[config.mk]
export PLATFORM = sky130hd
export DESIGN_NAME = sipo_frame_receiver
export DESIGN_NICKNAME = d
export VERILOG_FILES = /design/src/rtl/sipo_frame_receiver.sv
export SDC_FILE = /design/constraint.sdc
export NUM_CORES = 1
export LEC_CHECK = 0
export CAP_MARGIN = 5
export CORE_MARGIN = 5
export CORE_UTILIZATION = 50
export DETAILED_ROUTE_END_ITERATION = 10
export GPL_TIMING_DRIVEN = 0
export PLACE_DENSITY = 0.76
export SYNTH_ARGS = -nofsm -noshare
export SYNTH_HDL_FRONTEND = slang
export SYNTH_SLANG_ARGS = --single-unit
[constraint.sdc]
create_clock -name clk -period 1.25 [get_ports clk]
set_input_delay 0.25 -clock clk [delete_from_list [all_inputs] [get_ports clk]]
set_output_delay 0.25 -clock clk [all_outputs]
set_load 0.1 [all_outputs]
[src/rtl/sipo_frame_receiver.sv]
// Serial-in, parallel-out frame receiver with a one-word output holding register.
//
//  state | meaning
//  ------+-----------------------------------------------------------
//  IDLE  | waiting for a start-qualified bit (bit 0 of a frame)
//  SHIFT | frame partially received, collecting the remaining bits
module sipo_frame_receiver #(
    parameter int WIDTH     = 8,
    parameter bit MSB_FIRST = 1'b1
) (
    input  logic             clk,
    input  logic             rst,
    input  logic             si,
    input  logic             si_valid,
    input  logic             si_start,
    output logic [WIDTH-1:0] po,
    output logic             po_valid,
    input  logic             po_ready,
    output logic             busy,
    output logic             overrun
);

    localparam int CW = $clog2(WIDTH) + 1;
    localparam logic [CW-1:0] LAST = CW'(WIDTH - 1);

    typedef enum logic {
        IDLE  = 1'b0,
        SHIFT = 1'b1
    } state_t;

    state_t           state, state_nxt;
    logic [CW-1:0]    count, count_nxt;
    logic [WIDTH-1:0] sr, sr_nxt;
    logic [WIDTH-1:0] po_nxt;
    logic             po_valid_nxt;
    logic             overrun_nxt;
    logic             complete;
    logic [WIDTH-1:0] shifted;
    logic [WIDTH-1:0] start_word;

    // A start bit lands in an otherwise cleared register so no stale bits survive a resync.
    generate
        if (MSB_FIRST) begin : g_msb
            assign shifted    = {sr[WIDTH-2:0], si};
            assign start_word = {{(WIDTH-1){1'b0}}, si};
        end else begin : g_lsb
            assign shifted    = {si, sr[WIDTH-1:1]};
            assign start_word = {si, {(WIDTH-1){1'b0}}};
        end
    endgenerate

    assign busy = (state == SHIFT);

    // State, shift register, holding register and overrun pulse.
    always_ff @(posedge clk) begin
        if (rst) begin
            state    <= IDLE;
            count    <= '0;
            sr       <= '0;
            po       <= '0;
            po_valid <= 1'b0;
            overrun  <= 1'b0;
        end else begin
            state    <= state_nxt;
            count    <= count_nxt;
            sr       <= sr_nxt;
            po       <= po_nxt;
            po_valid <= po_valid_nxt;
            overrun  <= overrun_nxt;
        end
    end

    // Frame alignment, bit counting and hand-off to the holding register.
    always_comb begin
        state_nxt    = state;
        count_nxt    = count;
        sr_nxt       = sr;
        complete     = 1'b0;
        po_nxt       = po;
        po_valid_nxt = po_valid;
        overrun_nxt  = 1'b0;

        case (state)
            IDLE: begin
                if (si_valid && si_start) begin
                    sr_nxt    = start_word;
                    count_nxt = CW'(1);
                    state_nxt = SHIFT;
                end
            end
            SHIFT: begin
                if (si_valid) begin
                    if (si_start) begin
                        // Resync: the partial frame is silently abandoned.
                        sr_nxt    = start_word;
                        count_nxt = CW'(1);
                    end else if (count == LAST) begin
                        sr_nxt    = shifted;
                        count_nxt = '0;
                        state_nxt = IDLE;
                        complete  = 1'b1;
                    end else begin
                        sr_nxt    = shifted;
                        count_nxt = count + CW'(1);
                    end
                end
            end
            default: begin
                state_nxt = IDLE;
                count_nxt = '0;
            end
        endcase

        if (complete) begin
            // A word still waiting and not taken this cycle wins; the new one is dropped.
            if (!po_valid || po_ready) begin
                po_nxt       = shifted;
                po_valid_nxt = 1'b1;
            end else begin
                overrun_nxt  = 1'b1;
            end
        end else if (po_valid && po_ready) begin
            po_valid_nxt = 1'b0;
        end
    end

endmodule

# Word-level counts from Yosys, hierarchy flattened
# Index checks and enable logic that the tools add are counted.
word_totals:
  output_inout_bits: 11
  register_bits: 22
  wordCells: 44
  in_bits: 6
classes:
  muxes: 22
  n_bitwise: 2
  eq_ne: 4
  reduce_logical: 9
  add_sub_neg: 1
op_table:
  columns: ["operator", "count"]
  rows:
  - ["$mux 7", 3]
  - ["$mux 4", 4]
  - ["$pmux 7 s2", 1]
  - ["$mux 1", 12]
  - ["$pmux 4 s2", 1]
  - ["$reduce_and 2->1", 3]
  - ["$add 4x1->4 const B", 1]
  - ["$eq 4x3->1 const B", 1]
  - ["$ne 2x2->1 const B", 2]
  - ["$logic_and 1x1->1", 2]
  - ["$ne 2x1->1 const B", 1]
  - ["$not 1->1", 2]
  - ["$pmux 1 s2", 1]
  - ["$reduce_bool 2->1", 1]
  - ["$reduce_or 2->1", 1]
  - ["$logic_not 1->1", 1]
  - ["$logic_or 1x1->1", 1]

# Depth between registers and ports, before layout
# Gate-level depths: netlist of the first run.
depth:
  depth_word: 7
  depth_mapped: 5

# Worst setup path before layout of the first run
# OpenSTA, ideal clock, no wires.
synth_timing:
  path_type: "reg-to-reg"
  startpoint: "register state (netlist: busy)"
  endpoint: "register po[0]"
  synth_period_minus_slack_ns: 1.923
  setup_slack_ns: -0.673
  stages_incl_launch_ff: 5
  arrival_time_ns: 1.852
  path_cell_list: "dfxtp_1 -> and3b_1 -> and4_4 -> buf_12 -> mux2i_1"
synth_via:
  elab_chain_len: 2
synth_lines:
  columns: ["element", "line_no", "source"]
  rows:
  - ["start, declared", "31", "state_t state, state_nxt;"]
  - ["start signal, assigned", "64", "state <= state_nxt;"]
  - ["$mux 1", "83", "case (state)"]
  - ["$reduce_and 2->1 (no source line)", null, null]
  - ["end signal, assigned", "67", "po <= po_nxt;"]
  - ["end, declared", "16", "output logic [WIDTH-1:0] po,"]
# Every way passes these cells.
# A chain may end at the register's enable or synchronous reset.

# Final worst setup path of the first run
layout_timing:
  startpoint: "register po[6]"
  endpoint: "output po[6]"
# No word-level cell between the ends.

==> impl_metrics.xml, run 1 <==
<?xml version="1.0" encoding="UTF-8"?>
<metrics>
  <group name="die">
    <metric name="die_w" unit="um">53.6</metric>
    <metric name="number_of_cell_rows" unit="">15</metric>
    <metric name="die-height" unit="um">53.6</metric>
    <metric name="io_pins" unit="">17</metric>
    <metric name="floorplan.die_area" unit="um^2">2870</metric>
    <metric name="floorplan.initialDensity" unit="">0.538</metric>
    <metric name="core-area" unit="um^2">1760</metric>
  </group>
  <group name="routing">
    <metric name="wl_per_cell" unit="um">13.0</metric>
    <metric name="drc_errors" unit="">0</metric>
    <metric name="iteration_0_drc_count_of_the_detailed_router" unit="">12</metric>
    <metric name="routed_wl" unit="um">1810</metric>
    <metric name="detail_route.first_pass.iterations" unit="">4</metric>
    <metric name="vias_per_cell" unit="">5.34</metric>
    <metric name="vias" unit="">748</metric>
    <metric name="drtAntennaViolNets" unit="">0</metric>
  </group>
  <group name="worst_setup_path">
    <metric name="cp.buffers_inverters" unit="">1</metric>
    <metric name="critical_path_capture_point_type" unit="">output port</metric>
    <metric name="cp_top_family" unit="">flip-flops</metric>
    <metric name="setup.worst_path.class" unit="">reg2out</metric>
    <metric name="critical_path_required" unit="ps">1000</metric>
    <metric name="critPathLaunchType" unit="">flop</metric>
    <metric name="arrival_time_of_the_worst_setup_path" unit="ps">970</metric>
    <metric name="critical_path.cell_chain" unit="">buf_4</metric>
    <metric name="cp_max_fo" unit="">2</metric>
    <metric name="delay_of_the_slowest_critical_path_stage" unit="ps">360</metric>
    <metric name="critPathSlowestCell" unit="">dfxtp_1</metric>
  </group>
  <group name="logic_synthesis">
    <metric name="list_of_most_frequent_post_synthesis_cells" unit="">dfxtp_1, nand2b_1, mux2i_1</metric>
    <metric name="synth_seq_area_share" unit="">0.464</metric>
    <metric name="synth_warnings" unit="">0</metric>
    <metric name="synthesis.area_per_instance" unit="um^2">10.0</metric>
    <metric name="synth_enable_flop_cells" unit="">0</metric>
    <metric name="synth_top_area_cell" unit="">dfxtp_1</metric>
    <metric name="synth_fp_nets" unit="">102</metric>
    <metric name="synthesis.area" unit="um^2">950</metric>
    <metric name="yosys_most_used_dff" unit="">dfxtp_1</metric>
    <metric name="ys_async_sr_fraction" unit="">0</metric>
    <metric name="synth_seq_cells" unit="">22</metric>
    <metric name="synth_largest_type_area_fraction" unit="">0.464</metric>
    <metric name="netlist_top_cells_area" unit="">dfxtp_1, nand2b_1, mux2i_1</metric>
    <metric name="synth.most_common_cell" unit="">dfxtp_1</metric>
    <metric name="netlist-cell-type-count" unit="">26</metric>
    <metric name="syn_inst" unit="">95</metric>
  </group>
  <group name="timing">
    <metric name="final_min_period_over_clock_period" unit="">0.975</metric>
    <metric name="worst_slew_margin" unit="">0.735</metric>
    <metric name="fin_tns_setup" unit="ps">0</metric>
    <metric name="hold_violations" unit="">0</metric>
    <metric name="fmax" unit="MHz">821</metric>
    <metric name="fin_skew" unit="ps">2.55</metric>
    <metric name="period_needed" unit="ps">1220</metric>
    <metric name="fin_worst_hold_slack" unit="ps">146</metric>
    <metric name="slew_viol_final" unit="">0</metric>
    <metric name="setup_viol" unit="">0</metric>
    <metric name="worst_pin_slew" unit="ps">398</metric>
    <metric name="unrepaired_setup_endpoints_after_global_routing" unit="">yes</metric>
  </group>
  <group name="final_layout">
    <metric name="fillCellCount" unit="">169</metric>
    <metric name="final_net_count" unit="">123</metric>
    <metric name="num_antenna_cells" unit="">0</metric>
    <metric name="multi_input_comb_area" unit="um^2">467</metric>
    <metric name="areaGrowthSynthToFinish" unit="%">24.5</metric>
    <metric name="final-seq-area" unit="um^2">452</metric>
    <metric name="post_route_cells_drive_above_1_share" unit="">0.278</metric>
    <metric name="layout.cell_area.non_filler" unit="um^2">1180</metric>
  </group>
  <group name="clock_network">
    <metric name="tritoncts.num_buffers" unit="">3</metric>
    <metric name="library_cell_used_as_clock_root_buffer" unit="">clkbuf_4</metric>
    <metric name="tritoncts_clock_tree" unit="">yes</metric>
    <metric name="cts_sinks" unit="">22</metric>
    <metric name="cts_max_level" unit="">1</metric>
    <metric name="clkTransAtPathRegs" unit="ps">120</metric>
    <metric name="clock_insertion_delay_worst_skew" unit="ps">310</metric>
    <metric name="cts.hold.buffers_added" unit="">0</metric>
    <metric name="clock_path_buffers" unit="">2</metric>
  </group>
  <group name="run_status">
    <metric name="run_status" unit="">finished clean</metric>
  </group>
  <group name="global_route">
    <metric name="grt_max_degree" unit="">13</metric>
    <metric name="wire_length_of_the_first_global_routing_pass" unit="um">3100</metric>
    <metric name="global_route.peak_usage_layer" unit="">met2</metric>
    <metric name="grt_overflow" unit="">0</metric>
    <metric name="grt_pass1_vias" unit="">680</metric>
    <metric name="met1_routing_resource_usage_after_global_routing" unit="">0.193</metric>
    <metric name="globalRouteMet2Util" unit="">0.231</metric>
    <metric name="global_route_met3_utilization" unit="">0.0416</metric>
    <metric name="grt.total_usage" unit="">0.149</metric>
    <metric name="number_of_antenna_violations_at_the_first_check_in_global_routing" unit="">0</metric>
  </group>
  <group name="hold_path">
    <metric name="holdCritPathClass" unit="">in2reg</metric>
  </group>
  <group name="power_and_ir_drop">
    <metric name="max-vdd-ir-drop" unit="mV">0.815</metric>
    <metric name="p_leak" unit="nW">0.440</metric>
    <metric name="power.density" unit="nW/um^2">1020</metric>
  </group>
  <group name="place">
    <metric name="place.port_buffers" unit="">15</metric>
    <metric name="detailed_place_hpwl" unit="um">1240</metric>
    <metric name="placement.cell_area" unit="um^2">1140</metric>
    <metric name="place_congestion" unit="">0.838</metric>
  </group>
  <group name="run">
    <metric name="maxCapViolations" unit="">0</metric>
  </group>
</metrics>
## logic make-up (layout without fill, tap and decap cells)
| logic type | after synthesis | after routing | synth area share |
|---|---|---|---|
| AOI/OAI and AO/OA | 17 | 17 | 0.124 |
| DFF | 22 | 22 | 0.464 |
| muxes | 9 | 9 | 0.0949 |
| adders and majority gates | 1 | 1 | 0.0132 |
| buffers and inverters | 7 | 27 | 0.0606 |
| and+or+nand+nor | 39 | 39 | 0.244 |
## layout make-up
type,count,area share
Buffer,6,0.0476
Inverter,1,0.00317
Clock buffer,4,0.0307
Tap cell,25,0.0265
Timing Repair Buffer,16,0.115
Multi-Input combinational cell,66,0.395
Sequential cell,22,0.382
## placed cells by master (no fill, tap or decap), drive strengths merged, types with 2 or more instances in the layout
cell           instances
dfxtp                 22
nand2b                17
buf                   15
mux2i                  9
a22oi                  8
nor2                   8
clkbuf                 7
a21oi                  4
nand3                  3
nand2                  3
clkdlybuf4s50          3
o21ai                  2
and4b                  2
## repair_timing
item,4_1_cts,5_1_grt
gates resized for setup,73,4
buffers inserted,0,1
endpoints found under the setup margin,29,10
pin swaps,0,1
cloned,0,0
## flip-flops by register name, summed over array words and instances (netlist names)
| register | cells |
|---|---|
| po | 8 |
| sr | 7 |
| po_valid | 1 |
| overrun | 1 |
| count | 4 |
| busy | 1 |
## layer usage
layer | vias up | part of all wire
met5 | - | 0
met3 | 6 | 0.061
met4 | 0 | 0.022
met2 | 20 | 0.46
met1 | 348 | 0.46
li1 | 374 | -
## where the power goes
part	leakage, nW	total, mW	internal, mW	switching [mW]
clock network	0.0210	0.392	0.178	0.214
logic	0.238	0.101	0.0458	0.0555
registers	0.181	0.718	0.706	0.0114
total	0.440	1.21	0.930	0.281
## per-stage QoR
stage / power, mW / setup WS (ps) / std cells / util
2_1_floorplan: 0.793 / -95.2 / 95 / -
3_3_place_gp: 0.824 / -498 / 135 / 0.645
3_5_place_dp: 0.826 / -499 / 135 / 0.645
4_1_cts: 1.22 / 9.68 / 139 / 0.656
5_1_grt: 1.26 / -13.7 / 140 / 0.670
6_report: 1.21 / 31.3 / 140 / 0.670
## path summary, 6_finish.rpt
kind | from | endpoint | slack (ps) | cells after the start
hold / removal | si_valid | count[2]$_SDFFE_PP0P_ | 150 | 2
hold reg to reg | po[0]$_SDFFE_PP0P_ | po[0]$_SDFFE_PP0P_ | 480 | 2
setup reg to reg | busy$_SDFF_PP0_ | po[2]$_SDFFE_PP0P_ | 50 | 4
setup / recovery | po[6]$_SDFFE_PP0P_ | po[6] | 30 | 1
Note: power is estimated with default switching activity, not from simulation.
==> inputs of run 2 (changes only) <==
Settings changed: CORE_UTILIZATION 50 to 54, PLACE_DENSITY 0.76 to 0.82, SLEW_MARGIN set to 0.
Clock period 1.25 ns to 1.5 ns, I/O delays scaled along.
==> run 2 against run 1 <==
Against the previous run:
- cell count down 0.71%
- first-iteration DRC count increased by 25%
- die area shrank 6.0%
- register-to-register slack improved by 120 ps
- global-route usage is 0.61 points higher
- sequential power shrank 17%
- sequential cell count is the same
- non-clock buffer count is 1 lower
- routed wire length shrank 1.4%
- count of clock-buffer cells in the layout fell by 1
==> impl_metrics.xml, run 2 (synthesized netlist as in run 1, its figures left out) <==
<?xml version="1.0" encoding="UTF-8"?>
<metrics>
  <group name="timing">
    <metric name="worst_slew_margin" unit="">0.677</metric>
    <metric name="hold_violations" unit="">0</metric>
    <metric name="slew_viol_final" unit="">0</metric>
    <metric name="worst_pin_slew" unit="ps">488</metric>
    <metric name="period_needed" unit="ps">1390</metric>
    <metric name="fin_worst_hold_slack" unit="ps">218</metric>
    <metric name="final_min_period_over_clock_period" unit="">0.929</metric>
    <metric name="fmax" unit="MHz">718</metric>
    <metric name="unrepaired_setup_endpoints_after_global_routing" unit="">no</metric>
    <metric name="setup_viol" unit="">0</metric>
    <metric name="fin_skew" unit="ps">9.51</metric>
  </group>
  <group name="worst_setup_path">
    <metric name="critPathSlowestCell" unit="">buf_2</metric>
    <metric name="cp_top_family" unit="">buffers and inverters</metric>
    <metric name="cp_max_fo" unit="">2</metric>
    <metric name="critical_path_capture_point_type" unit="">output port</metric>
    <metric name="critical_path.cell_chain" unit="">buf_2</metric>
    <metric name="critical_path_required" unit="ps">1200</metric>
    <metric name="arrival_time_of_the_worst_setup_path" unit="ps">1090</metric>
    <metric name="cp.buffers_inverters" unit="">1</metric>
    <metric name="delay_of_the_slowest_critical_path_stage" unit="ps">430</metric>
    <metric name="critPathLaunchType" unit="">flop</metric>
    <metric name="setup.worst_path.class" unit="">reg2out</metric>
  </group>
  <group name="power_and_ir_drop">
    <metric name="cell_internal_pwr" unit="uW">894</metric>
    <metric name="sequentialPowerShare" unit="">0.531</metric>
    <metric name="max-vdd-ir-drop" unit="mV">0.654</metric>
    <metric name="p_clk_frac" unit="">0.398</metric>
    <metric name="p_leak" unit="nW">0.436</metric>
    <metric name="power" unit="mW">1.13</metric>
    <metric name="swShare" unit="">0.205</metric>
    <metric name="comb_power_frac" unit="">0.070</metric>
    <metric name="power.density" unit="nW/um^2">989</metric>
    <metric name="p_switching" unit="uW">231</metric>
  </group>
  <group name="routing">
    <metric name="drc_errors" unit="">0</metric>
    <metric name="routed_wl" unit="um">1790</metric>
    <metric name="iteration_0_drc_count_of_the_detailed_router" unit="">15</metric>
    <metric name="met3WireLength" unit="um">77</metric>
    <metric name="vias" unit="">728</metric>
    <metric name="vias_per_cell" unit="">5.24</metric>
    <metric name="drtAntennaViolNets" unit="">0</metric>
    <metric name="detail_route.first_pass.iterations" unit="">4</metric>
    <metric name="wl_per_cell" unit="um">12.9</metric>
    <metric name="route.met2.wl" unit="um">857</metric>
    <metric name="maxUsedRoutingLayer" unit="">met4</metric>
    <metric name="wl_met1" unit="um">822</metric>
  </group>
  <group name="global_route">
    <metric name="grt_max_degree" unit="">14</metric>
    <metric name="number_of_antenna_violations_at_the_first_check_in_global_routing" unit="">0</metric>
    <metric name="grt_pass1_vias" unit="">718</metric>
    <metric name="grt.total_usage" unit="">0.155</metric>
    <metric name="grt_overflow" unit="">0</metric>
    <metric name="wire_length_of_the_first_global_routing_pass" unit="um">3090</metric>
  </group>
  <group name="die">
    <metric name="floorplan.die_area" unit="um^2">2700</metric>
    <metric name="number_of_cell_rows" unit="">15</metric>
    <metric name="die_w" unit="um">51.9</metric>
    <metric name="core-area" unit="um^2">1710</metric>
    <metric name="die-height" unit="um">51.9</metric>
    <metric name="floorplan.initialDensity" unit="">0.556</metric>
    <metric name="io_pins" unit="">17</metric>
  </group>
  <group name="final_layout">
    <metric name="final_net_count" unit="">122</metric>
    <metric name="layout_top_registers" unit="">po: 8 flops, sr: 7 flops, count: 4 flops</metric>
    <metric name="flip_flop_count_of_the_largest_register_all_copies_and_words_added" unit="">8</metric>
    <metric name="layout_common_cells" unit="">dfxtp_1, nand2b_1, buf_2, mux2i_1</metric>
    <metric name="areaGrowthSynthToFinish" unit="%">19.8</metric>
    <metric name="finish.utilization" unit="">0.666</metric>
    <metric name="layout.cell_area.non_filler" unit="um^2">1140</metric>
    <metric name="layout.cells.most_common" unit="">dfxtp_1</metric>
    <metric name="top_register_by_number_of_flip_flops" unit="">po</metric>
    <metric name="post_route_cells_drive_above_1_share" unit="">0.219</metric>
    <metric name="fillCellCount" unit="">149</metric>
    <metric name="num_antenna_cells" unit="">0</metric>
  </group>
  <group name="hold_path">
    <metric name="holdCritPathClass" unit="">in2reg</metric>
  </group>
  <group name="clock_network">
    <metric name="clock_path_buffers" unit="">2</metric>
    <metric name="cts.hold.buffers_added" unit="">0</metric>
    <metric name="clkTransAtPathRegs" unit="ps">130</metric>
    <metric name="tritoncts_clock_tree" unit="">yes</metric>
    <metric name="clock_insertion_delay_worst_skew" unit="ps">310</metric>
    <metric name="library_cell_used_as_clock_root_buffer" unit="">clkbuf_4</metric>
    <metric name="tritoncts.num_buffers" unit="">3</metric>
    <metric name="cts_max_level" unit="">1</metric>
    <metric name="cts_sinks" unit="">22</metric>
    <metric name="post_cts.repair.setup_buffers" unit="">0</metric>
  </group>
  <group name="run">
    <metric name="maxCapViolations" unit="">0</metric>
  </group>
  <group name="place">
    <metric name="detailed_place_hpwl" unit="um">1310</metric>
    <metric name="place.port_buffers" unit="">15</metric>
    <metric name="place_congestion" unit="">0.784</metric>
    <metric name="placement.cell_area" unit="um^2">1140</metric>
  </group>
  <group name="run_status">
    <metric name="run_status" unit="">finished clean</metric>
  </group>
</metrics>
==> run 2: cell types whose count changed in the layout (fill, tap and decap cells not counted), moves of 2 or more <==
cell,previous run,this run
buf_4,10,0
buf_2,0,10
dfxtp_2,3,1
dfxtp_1,17,20
buf_6,4,2
==> run 2: area by class of cell <==
class	count	area (um^2)	share of cell area
Tap cell	25	31.3	0.0275
Clock buffer	3	22.5	0.0198
Sequential cell	22	445	0.392
Buffer	6	55.1	0.0484
Multi-Input combinational cell	66	452	0.397
Inverter	1	3.75	0.00330
Timing Repair Buffer	15	97.6	0.0858
Clock inverter	1	30.0	0.0264
==> run 2: through the flow <==
step | cells | TNS, ps | worst slack (ps)
global placement | 135 | -6430 | -298
finish | 139 | 0 | 107
global route | 139 | 0 | 42.6
detailed placement | 135 | -7150 | -295
floorplan | 95 | 0 | 133
CTS | 139 | 0 | 2.41
==> run 2: worst paths after layout <==
| check | startpoint | to | slack, ps | depth (start not counted) |
|---|---|---|---|---|
| worst min register to register | po[4]$_SDFFE_PP0P_ | po[4]$_SDFFE_PP0P_ | 480 | 2 |
| worst min-delay path | si_valid | count[2]$_SDFFE_PP0P_ | 220 | 2 |
| worst max register to register | count[0]$_SDFFE_PP0P_ | po[1]$_SDFFE_PP0P_ | 170 | 4 |
| worst max-delay path | po[3]$_SDFFE_PP0P_ | po[3] | 110 | 1 |
==> run 2: timing repair <==
item                                    CTS  global route
endpoints found under the setup margin   11             7
hold endpoints to repair                  0             0
gates resized for setup                  52             6
==> run 2: worst reg2reg max path, stage by stage (launching register included) <==
cell and delay, ps:
dfxtp_1 420, ha_1 270, and4_4 250, buf_12 130
mux2i_1 190
==> run 2: per-layer routing <==
layer,up-vias,track usage
met2,14,0.251
met5,-,0
met3,4,0.0315
met1,337,0.185
li1,373,-
met4,0,0.0961
==> run 2: power groups by stage <==
stage / clock network [mW] / registers, mW / logic (mW)
2_1_floorplan: 0 / 0.622 / 0.0409
3_3_place_gp: 0 / 0.610 / 0.0777
3_5_place_dp: 0 / 0.611 / 0.0797
4_1_cts: 0.463 / 0.598 / 0.0779
5_1_grt: 0.494 / 0.600 / 0.0857
6_report: 0.448 / 0.598 / 0.0792
